`src/rtl/song_sequencer_pkg.sv`:
```
// Shared definitions for the song sequencer: ROM geometry, row-word field layout
// and the sequencer state encoding.
package song_sequencer_pkg;

    localparam int ROM_ADDR_W = 8;
    localparam int ROM_DATA_W = 16;

    localparam int ROW_INSTR_MSB  = 15;
    localparam int ROW_INSTR_LSB  = 12;
    localparam int ROW_KEY_ON_BIT = 11;
    localparam int ROW_LOOP_BIT   = 10;
    localparam int ROW_NOTE_MSB   = 5;
    localparam int ROW_NOTE_LSB   = 0;

    localparam int INSTR_W    = ROW_INSTR_MSB - ROW_INSTR_LSB + 1;
    localparam int NOTE_W     = ROW_NOTE_MSB - ROW_NOTE_LSB + 1;
    localparam int TICK_CNT_W = 4;

    typedef struct packed {
        logic [INSTR_W-1:0] instrument;
        logic               key_on;
        logic               loop;
        logic [3:0]         reserved;
        logic [NOTE_W-1:0]  note;
    } row_word_t;

    typedef enum logic [2:0] {
        ST_WAIT_TICK,
        ST_ROW_ADDR,
        ST_READ_ROW,
        ST_EMIT,
        ST_STROBE
    } seq_state_t;

endpackage

```
`src/rtl/song_sequencer_frame_divider.sv`:
```
// Counts accepted frame ticks modulo TICKS_PER_ROW; row_due flags the tick that
// starts a new row.
module frame_divider
    import song_sequencer_pkg::*;
#(
    parameter int unsigned TICKS_PER_ROW = 6
) (
    input  logic i_clk,
    input  logic i_rst_n,
    input  logic i_clear,
    input  logic i_advance,
    output logic o_row_due
);

    localparam logic [TICK_CNT_W-1:0] LAST_TICK = TICK_CNT_W'(TICKS_PER_ROW - 1);

    logic [TICK_CNT_W-1:0] tick_cnt_q;

    always_ff @(posedge i_clk or negedge i_rst_n) begin
        if (!i_rst_n) begin
            tick_cnt_q <= '0;
        end else if (i_clear) begin
            tick_cnt_q <= '0;
        end else if (i_advance) begin
            tick_cnt_q <= (tick_cnt_q == LAST_TICK) ? '0 : tick_cnt_q + 1'b1;
        end
    end

    assign o_row_due = (tick_cnt_q == '0);

endmodule

```
`src/rtl/song_sequencer.sv`:
```
// Song sequencer: on frame ticks, fetches one row word every TICKS_PER_ROW ticks
// and issues instrument-load, note and strobe pulses to the envelope generator.
module song_sequencer
    import song_sequencer_pkg::*;
#(
    parameter logic [ROM_ADDR_W-1:0] BASE_ADDRESS  = 8'h40,
    parameter int unsigned           SONG_LENGTH   = 64,
    parameter int unsigned           TICKS_PER_ROW = 6
) (
    input  logic                  i_clk,
    input  logic                  i_rst_n,
    input  logic                  i_enable,
    input  logic                  i_restart,
    input  logic                  i_frame_tick,
    output logic [ROM_ADDR_W-1:0] o_rom_addr,
    input  logic [ROM_DATA_W-1:0] i_rom_data,
    output logic                  o_load_instrument,
    output logic [INSTR_W-1:0]    o_instrument,
    output logic                  o_strobe,
    output logic                  o_note_valid,
    output logic [NOTE_W-1:0]     o_note,
    output logic [ROM_ADDR_W-1:0] o_row,
    output logic                  o_overrun
);

    localparam logic [ROM_ADDR_W-1:0] LAST_ROW = ROM_ADDR_W'(SONG_LENGTH - 1);

    seq_state_t            state_q, state_d;
    logic                  row_due;
    logic                  tick_valid;
    row_word_t             row_w;
    logic                  unused_reserved;
    logic [ROM_ADDR_W-1:0] row_q;
    logic                  key_on_q;
    logic [INSTR_W-1:0]    instr_q;
    logic [NOTE_W-1:0]     note_q;
    logic                  overrun_q;

    assign row_w           = row_word_t'(i_rom_data);
    assign unused_reserved = ^row_w.reserved;
    // Restart outranks a coincident tick, so such a tick is neither accepted nor an overrun.
    assign tick_valid      = i_frame_tick & i_enable & ~i_restart;

    frame_divider #(
        .TICKS_PER_ROW(TICKS_PER_ROW)
    ) u_frame_divider (
        .i_clk     (i_clk),
        .i_rst_n   (i_rst_n),
        .i_clear   (i_restart),
        .i_advance (state_q == ST_STROBE),
        .o_row_due (row_due)
    );

    always_ff @(posedge i_clk or negedge i_rst_n) begin
        if (!i_rst_n) begin
            state_q <= ST_WAIT_TICK;
        end else if (i_restart) begin
            state_q <= ST_WAIT_TICK;
        end else begin
            state_q <= state_d;
        end
    end

    always_comb begin
        state_d = state_q;
        case (state_q)
            ST_WAIT_TICK: if (tick_valid) state_d = row_due ? ST_ROW_ADDR : ST_STROBE;
            ST_ROW_ADDR:  state_d = ST_READ_ROW;
            ST_READ_ROW:  state_d = ST_EMIT;
            ST_EMIT:      state_d = ST_STROBE;
            ST_STROBE:    state_d = ST_WAIT_TICK;
            default:      state_d = ST_WAIT_TICK;
        endcase
    end

    always_comb begin
        o_rom_addr        = '0;
        o_load_instrument = 1'b0;
        o_note_valid      = 1'b0;
        o_strobe          = 1'b0;
        case (state_q)
            ST_ROW_ADDR: o_rom_addr = BASE_ADDRESS + row_q;
            ST_EMIT: begin
                o_load_instrument = key_on_q;
                o_note_valid      = key_on_q;
            end
            ST_STROBE:   o_strobe = 1'b1;
            default:     ;
        endcase
    end

    always_ff @(posedge i_clk or negedge i_rst_n) begin
        if (!i_rst_n) begin
            row_q     <= '0;
            key_on_q  <= 1'b0;
            instr_q   <= '0;
            note_q    <= '0;
            overrun_q <= 1'b0;
        end else begin
            if (tick_valid && state_q != ST_WAIT_TICK) begin
                overrun_q <= 1'b1;
            end
            if (i_restart) begin
                row_q    <= '0;
                key_on_q <= 1'b0;
            end else if (state_q == ST_READ_ROW) begin
                key_on_q <= row_w.key_on;
                row_q    <= (row_w.loop || row_q == LAST_ROW) ? '0 : row_q + 8'd1;
                if (row_w.key_on) begin
                    instr_q <= row_w.instrument;
                    note_q  <= row_w.note;
                end
            end
        end
    end

    assign o_instrument = instr_q;
    assign o_note       = note_q;
    assign o_row        = row_q;
    assign o_overrun    = overrun_q;

endmodule

```
`config.mk`:
```
export PLATFORM = sky130hd
export DESIGN_NAME = song_sequencer
export DESIGN_NICKNAME = d
export VERILOG_FILES = /design/src/rtl/song_sequencer_pkg.sv /design/src/rtl/song_sequencer_frame_divider.sv /design/src/rtl/song_sequencer.sv
export SDC_FILE = /design/constraint.sdc
export NUM_CORES = 1
export LEC_CHECK = 0
export BUFFER_PORTS_ARGS = -buffer_cell sky130_fd_sc_hd__buf_2
export CORE_AREA = 4 4 69 71
export CTS_CLUSTER_SIZE = 28
export DETAILED_ROUTE_END_ITERATION = 16
export DIE_AREA = 0 0 73 75
export GPL_ROUTABILITY_DRIVEN = 0
export PLACE_DENSITY_LB_ADDON = 0.15
export REMOVE_ABC_BUFFERS = 1
export SYNTH_ARGS = -nofsm -noshare
export SYNTH_HDL_FRONTEND = slang
export SYNTH_HIERARCHICAL = 1
export SYNTH_SLANG_ARGS = --single-unit
```
`constraint.sdc`:
```
create_clock -name i_clk -period 2.3 [get_ports i_clk]
set_input_delay 0.23 -clock i_clk [delete_from_list [all_inputs] [get_ports i_clk]]
set_output_delay 0.23 -clock i_clk [all_outputs]
set_load 0.02 [all_outputs]
```
## Word level (Yosys, flattened, before mapping)

Index checks and enable logic that the tools add are counted.

- Register bits after elaboration: 27
- Output and inout bits: 30

- $add $sub $neg: 3
- Equality and inequality tests: 7
- Muxes and demuxes: 15
- Bitwise gates (word level): 3
- Reductions and logical operators: 8

Operators with widths:

| operator | number |
|---|---|
| 8-bit two-way mux | 4 |
| 4-bit two-way mux | 3 |
| 3-bit one-hot mux with 4 select lines | 1 |
| 3-bit two-way mux | 3 |
| 7-bit by 8-bit adder with 8-bit output (first input constant) | 1 |
| 8-bit by 1-bit adder with 8-bit output (second input constant) | 1 |
| 8-bit by 6-bit == test with 1-bit output (second input constant) | 1 |
| 3-bit by 2-bit == test with 1-bit output (second input constant) | 2 |
| 4-bit by 1-bit adder with 4-bit output (second input constant) | 1 |
| 4-bit by 3-bit == test with 1-bit output (second input constant) | 1 |
| 4-bit zero test | 1 |
| 1-bit two-way mux | 4 |
| 2-bit nonzero test | 2 |
| 3-bit by 1-bit == test with 1-bit output (second input constant) | 1 |
| 3-bit == test (second input constant) | 1 |
| 3-bit zero test | 1 |
| 3-bit inequality test (second input constant) | 1 |
| 3-bit AND reduction | 1 |
| 3-bit nonzero test | 1 |
| 1-bit AND | 2 |
| 1-bit logical AND | 1 |
| 1-bit logical OR | 1 |
| 1-bit NOT | 1 |

## Depth between registers and ports, before layout

Gate-level depths: netlist of the first run.

- Depth in word-level cells: 5
- Mapped depth: 6
- Depth with buffers taken out: 6

## By module

Netlist of the first run, hierarchy kept.

By module, submodules not included:

| module | instances | cells each | area each (um^2) | seq. area each (um^2) |
|---|---|---|---|---|
| song_sequencer | 1 | 100 | 1177.4 | 575.6 |
| frame_divider | 1 | 26 | 251.5 | 100.1 |

## Least setup slack after synthesis of the first run

OpenSTA, ideal clock, no wires.

- Path type: register to register
- Start: register state_q[1]
- End: register u_frame_divider.tick_cnt_q[3]
- Data arrival time: 1.984 ns
- Slack: 0.243 ns
- Cell stages (with the launch flop): 6
- Path buffers: 1
- Period minus slack after synthesis: 2.057 ns
- Path through: dfrtp_1 -> buf_2 -> nor3b_1 -> nand4_1 -> or3_1 -> a21oi_2

- Cells in the longest elaborated chain, start to end: 2

RTL lines:

| item | RTL line | source |
|---|---|---|
| start, declared | song_sequencer.sv:28 | `seq_state_t state_q, state_d;` |
| start signal, assigned | song_sequencer.sv:60 | `state_q <= state_d;` |
| 3-bit == test | song_sequencer.sv:50 | `.i_advance (state_q == ST_STROBE),` |
| 2-bit nonzero test (no line) | -- |  |
| end signal, assigned | song_sequencer_frame_divider.sv:25 | `tick_cnt_q <= (tick_cnt_q == LAST_TICK) ? '0 : tick_cnt_q + 1'b1;` |
| end, declared | song_sequencer_frame_divider.sv:17 | `logic [TICK_CNT_W-1:0] tick_cnt_q;` |

No other way between the ends.
A chain may end at the register's enable or synchronous reset.

## Worst setup path after layout of the first run

- Start: register state_q[2]
- End: register instr_q[1], in the netlist o_instrument[1]

- Cells in the longest elaborated chain, start to end: 2

RTL lines:

| item | RTL line | source |
|---|---|---|
| 3-bit by 2-bit == test with 1-bit output | song_sequencer.sv:106 | `end else if (state_q == ST_READ_ROW) begin` |
| 3-bit AND reduction (no line) | -- |  |
| end signal, assigned | song_sequencer.sv:110 | `instr_q <= row_w.instrument;` |
| end, declared | song_sequencer.sv:35 | `logic [INSTR_W-1:0] instr_q;` |

No other way between the ends.

==> results.toml, run 1 <==
[worst_setup_path]
cp_cell_sequence = "or4b_4 -> or2_4 -> mux2_4"
crit_family = "simple AND/OR/NAND/NOR gates"
cp_max_fo = 11
r2r_setup_slack_ns = 0.47
r2r_start = "state_q[2]"
r2r-end = "o_instrument[1]"
worst_ep_required_time_ns = 2.46
worstSetupEndpointType = "register"
slowest_delay_ns = 0.58
startpoint = "state_q[2]"
critPathSlowestCell = "or4b_4"
cp.buffers_inverters = 0
reg2reg_depth = 3
crit_cells = 3
endpoint = "o_instrument[1]"
start_kind = "register"
criticalPathCategory = "reg2reg"
arrival_ns = 1.99

[power]
internal-power_uw = 894
combPwrFrac = 0.323
sequentialPowerShare = 0.472
switchingPower_uw = 433
leakage_uw = 0.000906
vdd.ir_drop.worst_mv = 0.277
swShare = 0.326
power.density_mw_per_mm2 = 755
clkPwrFrac = 0.205

[yosys]
syn-cell-area_mm2 = 0.00143
synth_top_cells_by_area = "dfrtp_1 (47%), mux2_4 (9.5%), ha_1 (4.4%), and2_1 (3.5%), xor2_1 (1.8%)"
synthArstFlopShare = 1.00
synth_warnings = 6
syn_avg_cell_area_um2 = 11.3
seq_area_frac_synth = 0.473
ys.flop_type = "dfrtp_1"
yosysTopAreaCell = "dfrtp_1"
syn_inst = 126
yosysUniqueCellTypes = 39
synth-edff-count = 0
synth_top_area_share = 0.473
synth_seq_cells = 27

[sta]
setup_viol = 0
slew_violations = 0
maxClockFrequency_ghz = 0.546
setup_tns_ns = 0
worst_pin_slew_ns = 0.608
slew_headroom = 0.595
fin_crit_sh = 0.796
skew_ns = 0.00181
fin_crit_ns = 1.83
finalHoldViolations = 0
rsz0062_at_grt = "no"

[floorplan]
fp-row-count = 24
die_w_um = 73
fp.dieArea_mm2 = 0.00548
die_h_um = 75
ios = 51
start_util = 0.337
core_area_mm2 = 0.00423

[place]
portBuffers = 46
hpwl_mm = 2.31
placed_area_mm2 = 0.00170

[final_layout]
final_area_mm2 = 0.00176
final_common_cell = "buf_2"
diodes = 0
drive_above_1_share = 0.397
nNetsFinal = 201
area_growth_pct = 23.1
fill_cells = 424
mostFrequentLayoutCells = "buf_2 (46), dfrtp_1 (27), mux2_4 (9)"

[routing]
wl_mm = 3.15
dr.pass1.iters = 4
vias_per_cell = 5.06
detail-route-antenna-nets = 0
drc = 0
wl_per_cell_um = 13.9
drt-initial-drc-count = 38
via_count = 1143

[global_route]
overflow = 0
grt_pass1_wl_mm = 5.32
grt_max_degree = 28
first_global_vias = 1173
antenna_found_initial = 0
grtUsageTotal = 0.121

[cts]
cts_sinks = 27
worstSkewPairLatency_ns = 0.27
clockBufferDepth = 2
hold_buffers = 1
tritoncts = "done"
cts_buffers = 3
clk_pin_slew_ns = 0.09
cts-root-buf = "clkbuf_8"
cts_resized = 0
postCtsSetupRepairBufs = 0
htreeDepth = 1

[outcome]
status = "completed"

[job]
maxCapViolCount = 0

[hold_path]
hp-class = "in2reg"
==> how the worst min path moves through the flow <==
stage                      end  slack [ns]      startpoint  depth (start not counted)
5_1_grt        o_instrument[1]        0.18  i_rom_data[13]                          2
2_1_floorplan         key_on_q       -0.07         i_rst_n                          0
3_5_place_dp         o_note[4]        0.29         i_rst_n                          1
6_report             o_note[0]        0.19   i_rom_data[0]                          2
3_3_place_gp         o_note[4]        0.28         i_rst_n                          1
4_1_cts              o_note[3]        0.18   i_rom_data[3]                          2
==> per-layer routing <==
metal | wire length [um] | part of all wire | GRT usage
met1 | 1440 | 0.46 | 0.157
met2 | 1460 | 0.46 | 0.209
met3 | 223 | 0.071 | 0.0214
met4 | 22 | 0.0070 | 0.0307
met5 | 0 | 0 | 0
==> stage by stage <==
stage / setup WS [ns] / power [uW] / hold WS [ns] / utilization / cells
detailed placement: 0.485 / 1070 / 0.293 / 0.402 / 221
floorplan: 0.275 / 914 / -0.0656 / - / 120
finish: 0.470 / 1330 / 0.187 / 0.415 / 226
global placement: 0.494 / 1060 / 0.281 / 0.402 / 221
global route: 0.346 / 1410 / 0.184 / 0.415 / 226
CTS: 0.462 / 1350 / 0.179 / 0.415 / 226
==> flip-flops by register name (all words and copies together), names as in the netlist <==
signal and count:
key_on_q 1, state_q 3, u_frame_divider/tick_cnt_q 4, o_note 6
o_instrument 4, o_overrun 1, o_row 8
==> worst register-to-register path: cells and delay by family, from the launching register on <==
| kind | cells | cell delay [ns] |
|---|---|---|
| DFF | 1 | 0.49 |
| and+or+nand+nor | 2 | 0.91 |
| muxes | 1 | 0.32 |
==> synth_stat cells (3+ instances only) <==
library cell / count
nor2_1: 6
inv_1: 6
ha_1: 5
nor3b_1: 3
nand3b_1: 3
xor2_1: 3
nand2_1: 5
and2_1: 8
nor3_1: 3
dfrtp_1: 27
mux2_4: 9
a21oi_1: 5
nand2b_1: 4
nand3_1: 4
==> logic make-up (layout without fill, tap and decap cells) <==
group                    Yosys count  in the layout  synth area share
buffers and inverters             12             60            0.0464
multiplexers                      11             11             0.110
AND/OR/NAND/NOR                   48             48             0.206
XOR/XNOR                           5              5            0.0307
flip-flops                        27             27             0.473
adder cells (fa/ha/maj)            5              5            0.0438
AO/OA/AOI/OAI                     18             18            0.0902
==> layout make-up <==
type                       instances  area (um^2)  share of cell area
clock buffer                       3         41.3              0.0235
clock inverter                     1         5.00             0.00284
inverter                           6         22.5              0.0128
multi-input combinational         87          687               0.390
sequential                        27          676               0.384
tap                               52         65.1              0.0370
timing repair buffer              50          263               0.149
==> power by group through the flow <==
| stage | clock [uW] | combinational (uW) | sequential, uW |
|---|---|---|---|
| after detailed placement | 0 | 431 | 637 |
| after global placement | 0 | 430 | 631 |
| after floorplan | 0 | 168 | 745 |
| after CTS | 285 | 436 | 627 |
| after global routing | 297 | 466 | 644 |
| final | 272 | 428 | 627 |
No activity file was read; power rests on OpenSTA's default activity.
==> run 2: changes to the inputs <==
clock period = 1.6 ns   (was 2.3 ns; I/O delays follow)
==> run 2 against run 1 <==
Net effect:
- the run now ends with negative setup slack left
- non-clock buffer count is 9 higher
- setup slack worse by 0.54 ns
- clock skew is 0.0044 ns higher
- count of clock-buffer cells in the layout stayed put
- global-route usage is 0.22 points higher
- register-to-register slack worse by 0.54 ns
==> results.toml, run 2 (same netlist as run 1, synthesis figures left out) <==
[outcome]
status = "finished with violations"
violations = "negative setup slack"

[cts]
cts_buffers = 3
clk_pin_slew_ns = 0.10
worstSkewPairLatency_ns = 0.27
htreeDepth = 1
tritoncts = "done"
cts-root-buf = "clkbuf_8"
cts_sinks = 27
clockBufferDepth = 2

[floorplan]
start_util = 0.337
ios = 51
core_area_mm2 = 0.00423
fp.dieArea_mm2 = 0.00548
die_w_um = 73
fp-row-count = 24
die_h_um = 75

[sta]
fin_crit_sh = 1.04
finalHoldViolations = 0
rsz0062_at_grt = "yes"
skew_ns = 0.00621
setup_viol = 11
worst_slack_ns = -0.0667
slew_violations = 0
maxClockFrequency_ghz = 0.600
slew_headroom = 0.582
fin_crit_ns = 1.67
worst_pin_slew_ns = 0.627

[hold_path]
holdPathStages = 2
hold_start = "i_rom_data[5]"
hp-class = "in2reg"
hold_end = "o_note[5]"

[routing]
dr.pass1.iters = 4
vias_per_cell = 4.87
wl_per_cell_um = 13.5
detail-route-antenna-nets = 0
via_count = 1150
wl_mm = 3.19
drt-initial-drc-count = 34
drc = 0

[global_route]
grt_max_degree = 28
antenna_found_initial = 0
grtUsageTotal = 0.123
first_global_vias = 1130
overflow = 0
grt_pass1_wl_mm = 5.29

[worst_setup_path]
r2r-end = "o_note[3]"
start_kind = "register"
worstSetupEndpointType = "register"
reg2reg_depth = 3
r2r_start = "state_q[2]"
worst_ep_required_time_ns = 1.76
cp_max_fo = 6
arrival_ns = 1.82
criticalPathCategory = "reg2reg"
r2r_setup_slack_ns = -0.07

[final_layout]
diodes = 0
area_growth_pct = 34.6
final_common_cell = "buf_2"
layout.cells.non_filler = 236
nNetsFinal = 211
drive_above_1_share = 0.462
final_area_mm2 = 0.00192
largest_register_ffs = 8
mostFrequentLayoutCells = "buf_2 (38), dfrtp_1 (27), buf_4 (15)"

[job]
maxCapViolCount = 0

[place]
portBuffers = 46
placed_area_mm2 = 0.00176
place_inst = 228
dpl_worst_slack_ns = -0.0889
hpwl_mm = 2.26

[power]
leakage_uw = 0.000970
vdd.ir_drop.worst_mv = 0.402
power.density_mw_per_mm2 = 1020
[run 2: changes by cell type in the layout (fill, tap and decap cells not counted), sizes merged]
cell / change
or2: +1
buf: +9
[run 2: final cells by class]
type                       instances  area [um^2]
fill                             417         2310
multi-input combinational         88          744
sequential                        27          676
timing repair buffer              59          369
tap                               52         65.1
clock buffer                       3         41.3
inverter                           6         22.5
clock inverter                     1         5.00
[run 2: power by group]
| part | internal, uW | leakage, uW | switching [uW] |
|---|---|---|---|
| Sequential | 818 | 0.000355 | 68.1 |
| Combinational | 328 | 0.000590 | 356 |
| Clock | 174 | 0.0000255 | 214 |
| Total | 1320 | 0.000970 | 637 |
[run 2: stage by stage]
stage	util	hold slack (ns)	total power, uW	setup TNS (ns)
floorplan	-	-0.136	1310	-1.98
global placement	0.415	0.210	1540	-0.778
detailed placement	0.415	0.221	1550	-0.935
CTS	0.446	0.107	1970	-0.782
global route	0.454	0.102	2070	-1.46
finish	0.454	0.112	1960	-0.482
[run 2: metal layers]
layer / wire [um] / vias to the layer above / track usage / part of all wire
met5: 0 / - / 0 / 0
met4: 31 / 0 / 0.0430 / 0.0097
met3: 238 / 2 / 0.0174 / 0.075
met2: 1440 / 40 / 0.205 / 0.45
met1: 1480 / 540 / 0.165 / 0.46
li1: - / 568 / - / -
[run 2: worst max-delay path, stage by stage (launching register included)]
cell and delay, ns:
dfrtp_1 0.39, or4b_4 0.55, or2_4 0.31, mux2_4 0.31
[run 2: how the worst max path moves through the flow]
stage / cells after the start / from / slack [ns] / endpoint
final: 3 / state_q[2] / -0.07 / o_note[3]
after global routing: 3 / state_q[2] / -0.10 / o_note[3]
after CTS: 3 / state_q[2] / -0.1 / o_note[3]
after detailed placement: 3 / state_q[2] / -0.09 / o_note[3]
after global placement: 3 / state_q[2] / -0.08 / o_note[4]
after floorplan: 4 / state_q[1] / -0.43 / u_frame_divider/tick_cnt_q[3]
[run 2: what timing repair did]
action / 4_1_cts / 5_1_grt
setup endpoints to repair: 23 / 27
gates cloned: 1 / 0
hold buffers: 1 / 0
hold endpoints to repair: 27 / 0
setup buffers: 0 / 2
pin swaps: 5 / 2
resized for setup: 19 / 5
==> run 3: changes to the inputs <==
SETUP_SLACK_MARGIN = 0.1   (was default)
==> run 3 against run 2 <==
Net effect:
- the run still ends with negative setup slack left
- cell area is 4.9% higher
- non-clock buffer count increased by 5
- maximum frequency about the same
- global-route usage up 0.14 points
- largest power group unchanged
- sequential share of layout area shrank 1.6 points
- critical path depth is the same
- sequential power is essentially flat
- combinational power up 3.1%
==> results.toml, run 3 (same netlist as run 1, synthesis figures left out) <==
[routing]
drc = 0
dr.pass1.iters = 4
wl_met1_mm = 1.54
drt-initial-drc-count = 29
wl_met2_mm = 1.45
met3WireLength_um = 224
dr.max_layer_used = "met4"
wl_per_cell_um = 13.4
via_count = 1175
wl_mm = 3.24
vias_per_cell = 4.88
detail-route-antenna-nets = 0

[floorplan]
die_w_um = 73
ios = 51
core_area_mm2 = 0.00423
fp-row-count = 24
start_util = 0.337
die_h_um = 75
fp.dieArea_mm2 = 0.00548

[sta]
fin_crit_ns = 1.67
setup_viol = 14
slew_headroom = 0.579
finalHoldViolations = 0
worst_pin_slew_ns = 0.631
worst_slack_ns = -0.0653
fin_hold_ws_ns = 0.108
fin_crit_sh = 1.04
setup_tns_ns = -0.460
slew_violations = 0
skew_ns = 0.00997
maxClockFrequency_ghz = 0.600
rsz0062_at_grt = "yes"

[cts]
clk_pin_slew_ns = 0.10
cts_buffers = 3
clockBufferDepth = 2
cts_sinks = 27
worstSkewPairLatency_ns = 0.27
htreeDepth = 1
cts-root-buf = "clkbuf_8"
tritoncts = "done"

[worst_setup_path]
r2r-end = "o_note[3]"
slowest_delay_ns = 0.55
cp.buffers_inverters = 0
start_kind = "register"
cp_max_fo = 6
crit_family = "simple AND/OR/NAND/NOR gates"
cp_cell_sequence = "or4b_4 -> or2_4 -> mux2_4"
criticalPathCategory = "reg2reg"
worst_ep_required_time_ns = 1.76
r2r_start = "state_q[2]"
r2r_setup_slack_ns = -0.07
reg2reg_depth = 3
worstSetupEndpointType = "register"
critPathSlowestCell = "or4b_4"
arrival_ns = 1.82

[final_layout]
nNetsFinal = 216
largest_register_ffs = 8
final_area_mm2 = 0.00202
drive_above_1_share = 0.513
mostFrequentLayoutCells = "buf_2 (35), dfrtp_1 (27), buf_4 (21)"
fill_cells = 410
area_growth_pct = 41.2
fin_util = 0.476
diodes = 0
ff_latch_area_um2 = 676
layout.cells.non_filler = 241
multi_input_area_um2 = 786
final_common_cell = "buf_2"

[hold_path]
hold_end = "o_note[5]"
hp-class = "in2reg"
hold_start = "i_rom_data[5]"
holdPathStages = 2

[place]
place_inst = 228
hpwl_mm = 2.26
portBuffers = 46
placed_area_mm2 = 0.00176

[global_route]
grt_max_degree = 28
grt_pass1_wl_mm = 5.33
first_global_vias = 1133
antenna_found_initial = 0
overflow = 0
grtUsageTotal = 0.125

[power]
leakage_uw = 0.00101
vdd.ir_drop.worst_mv = 0.399
power.density_mw_per_mm2 = 985

[outcome]
violations = "negative setup slack"
status = "finished with violations"

[job]
maxCapViolCount = 0
[run 3: cell types whose count changed in the layout (fill, tap and decap cells not counted), moves of 2 or more]
cell / change
and2_1: -2
and2_4: +2
buf_2: -3
buf_4: +6
buf_6: +2
[run 3: worst max-delay path by stage]
stage                                    endpoint  cells past startpoint  startpoint  slack (ns)
finish                                  o_note[3]                      3  state_q[2]       -0.07
global route                            o_note[3]                      3  state_q[2]       -0.10
CTS                                     o_note[3]                      3  state_q[2]        -0.1
detailed placement                      o_note[3]                      3  state_q[2]       -0.09
global placement                        o_note[4]                      3  state_q[2]       -0.08
floorplan           u_frame_divider/tick_cnt_q[3]                      4  state_q[1]       -0.43
[run 3: per-layer routing]
layer | vias to the layer above | track usage
met1 | 560 | 0.163
met3 | 2 | 0.0187
met5 | - | 0
met2 | 36 | 0.211
met4 | 0 | 0.0430
li1 | 577 | -
[run 3: cell type report]
type	count	share of cell area
clock buffer	3	0.0205
clock inverter	1	0.00248
inverter	6	0.0112
multi-input combinational	88	0.390
sequential	27	0.335
tap	52	0.0323
timing repair buffer	64	0.209
[run 3: metrics by stage]
step                worst slack, ns  power [uW]
global route                 -0.100        2090
global placement            -0.0773        1540
finish                      -0.0653        1990
detailed placement          -0.0889        1550
CTS                         -0.0977        1980
floorplan                    -0.425        1310
[run 3: repair_timing]
| item | in CTS | in global routing |
|---|---|---|
| cloned | 1 | 0 |
| setup endpoints to repair | 28 | 31 |
| buffers inserted | 2 | 5 |
| endpoints found under the hold margin | 27 | 0 |
| pin swaps | 6 | 10 |
| hold buffers | 1 | 0 |
| resized for setup | 27 | 12 |
[run 3: power breakdown]
group	total [uW]	internal (uW)	switching, uW
logic	705	344	360
registers	887	818	69.6
clock network	394	174	220
total	1990	1340	650
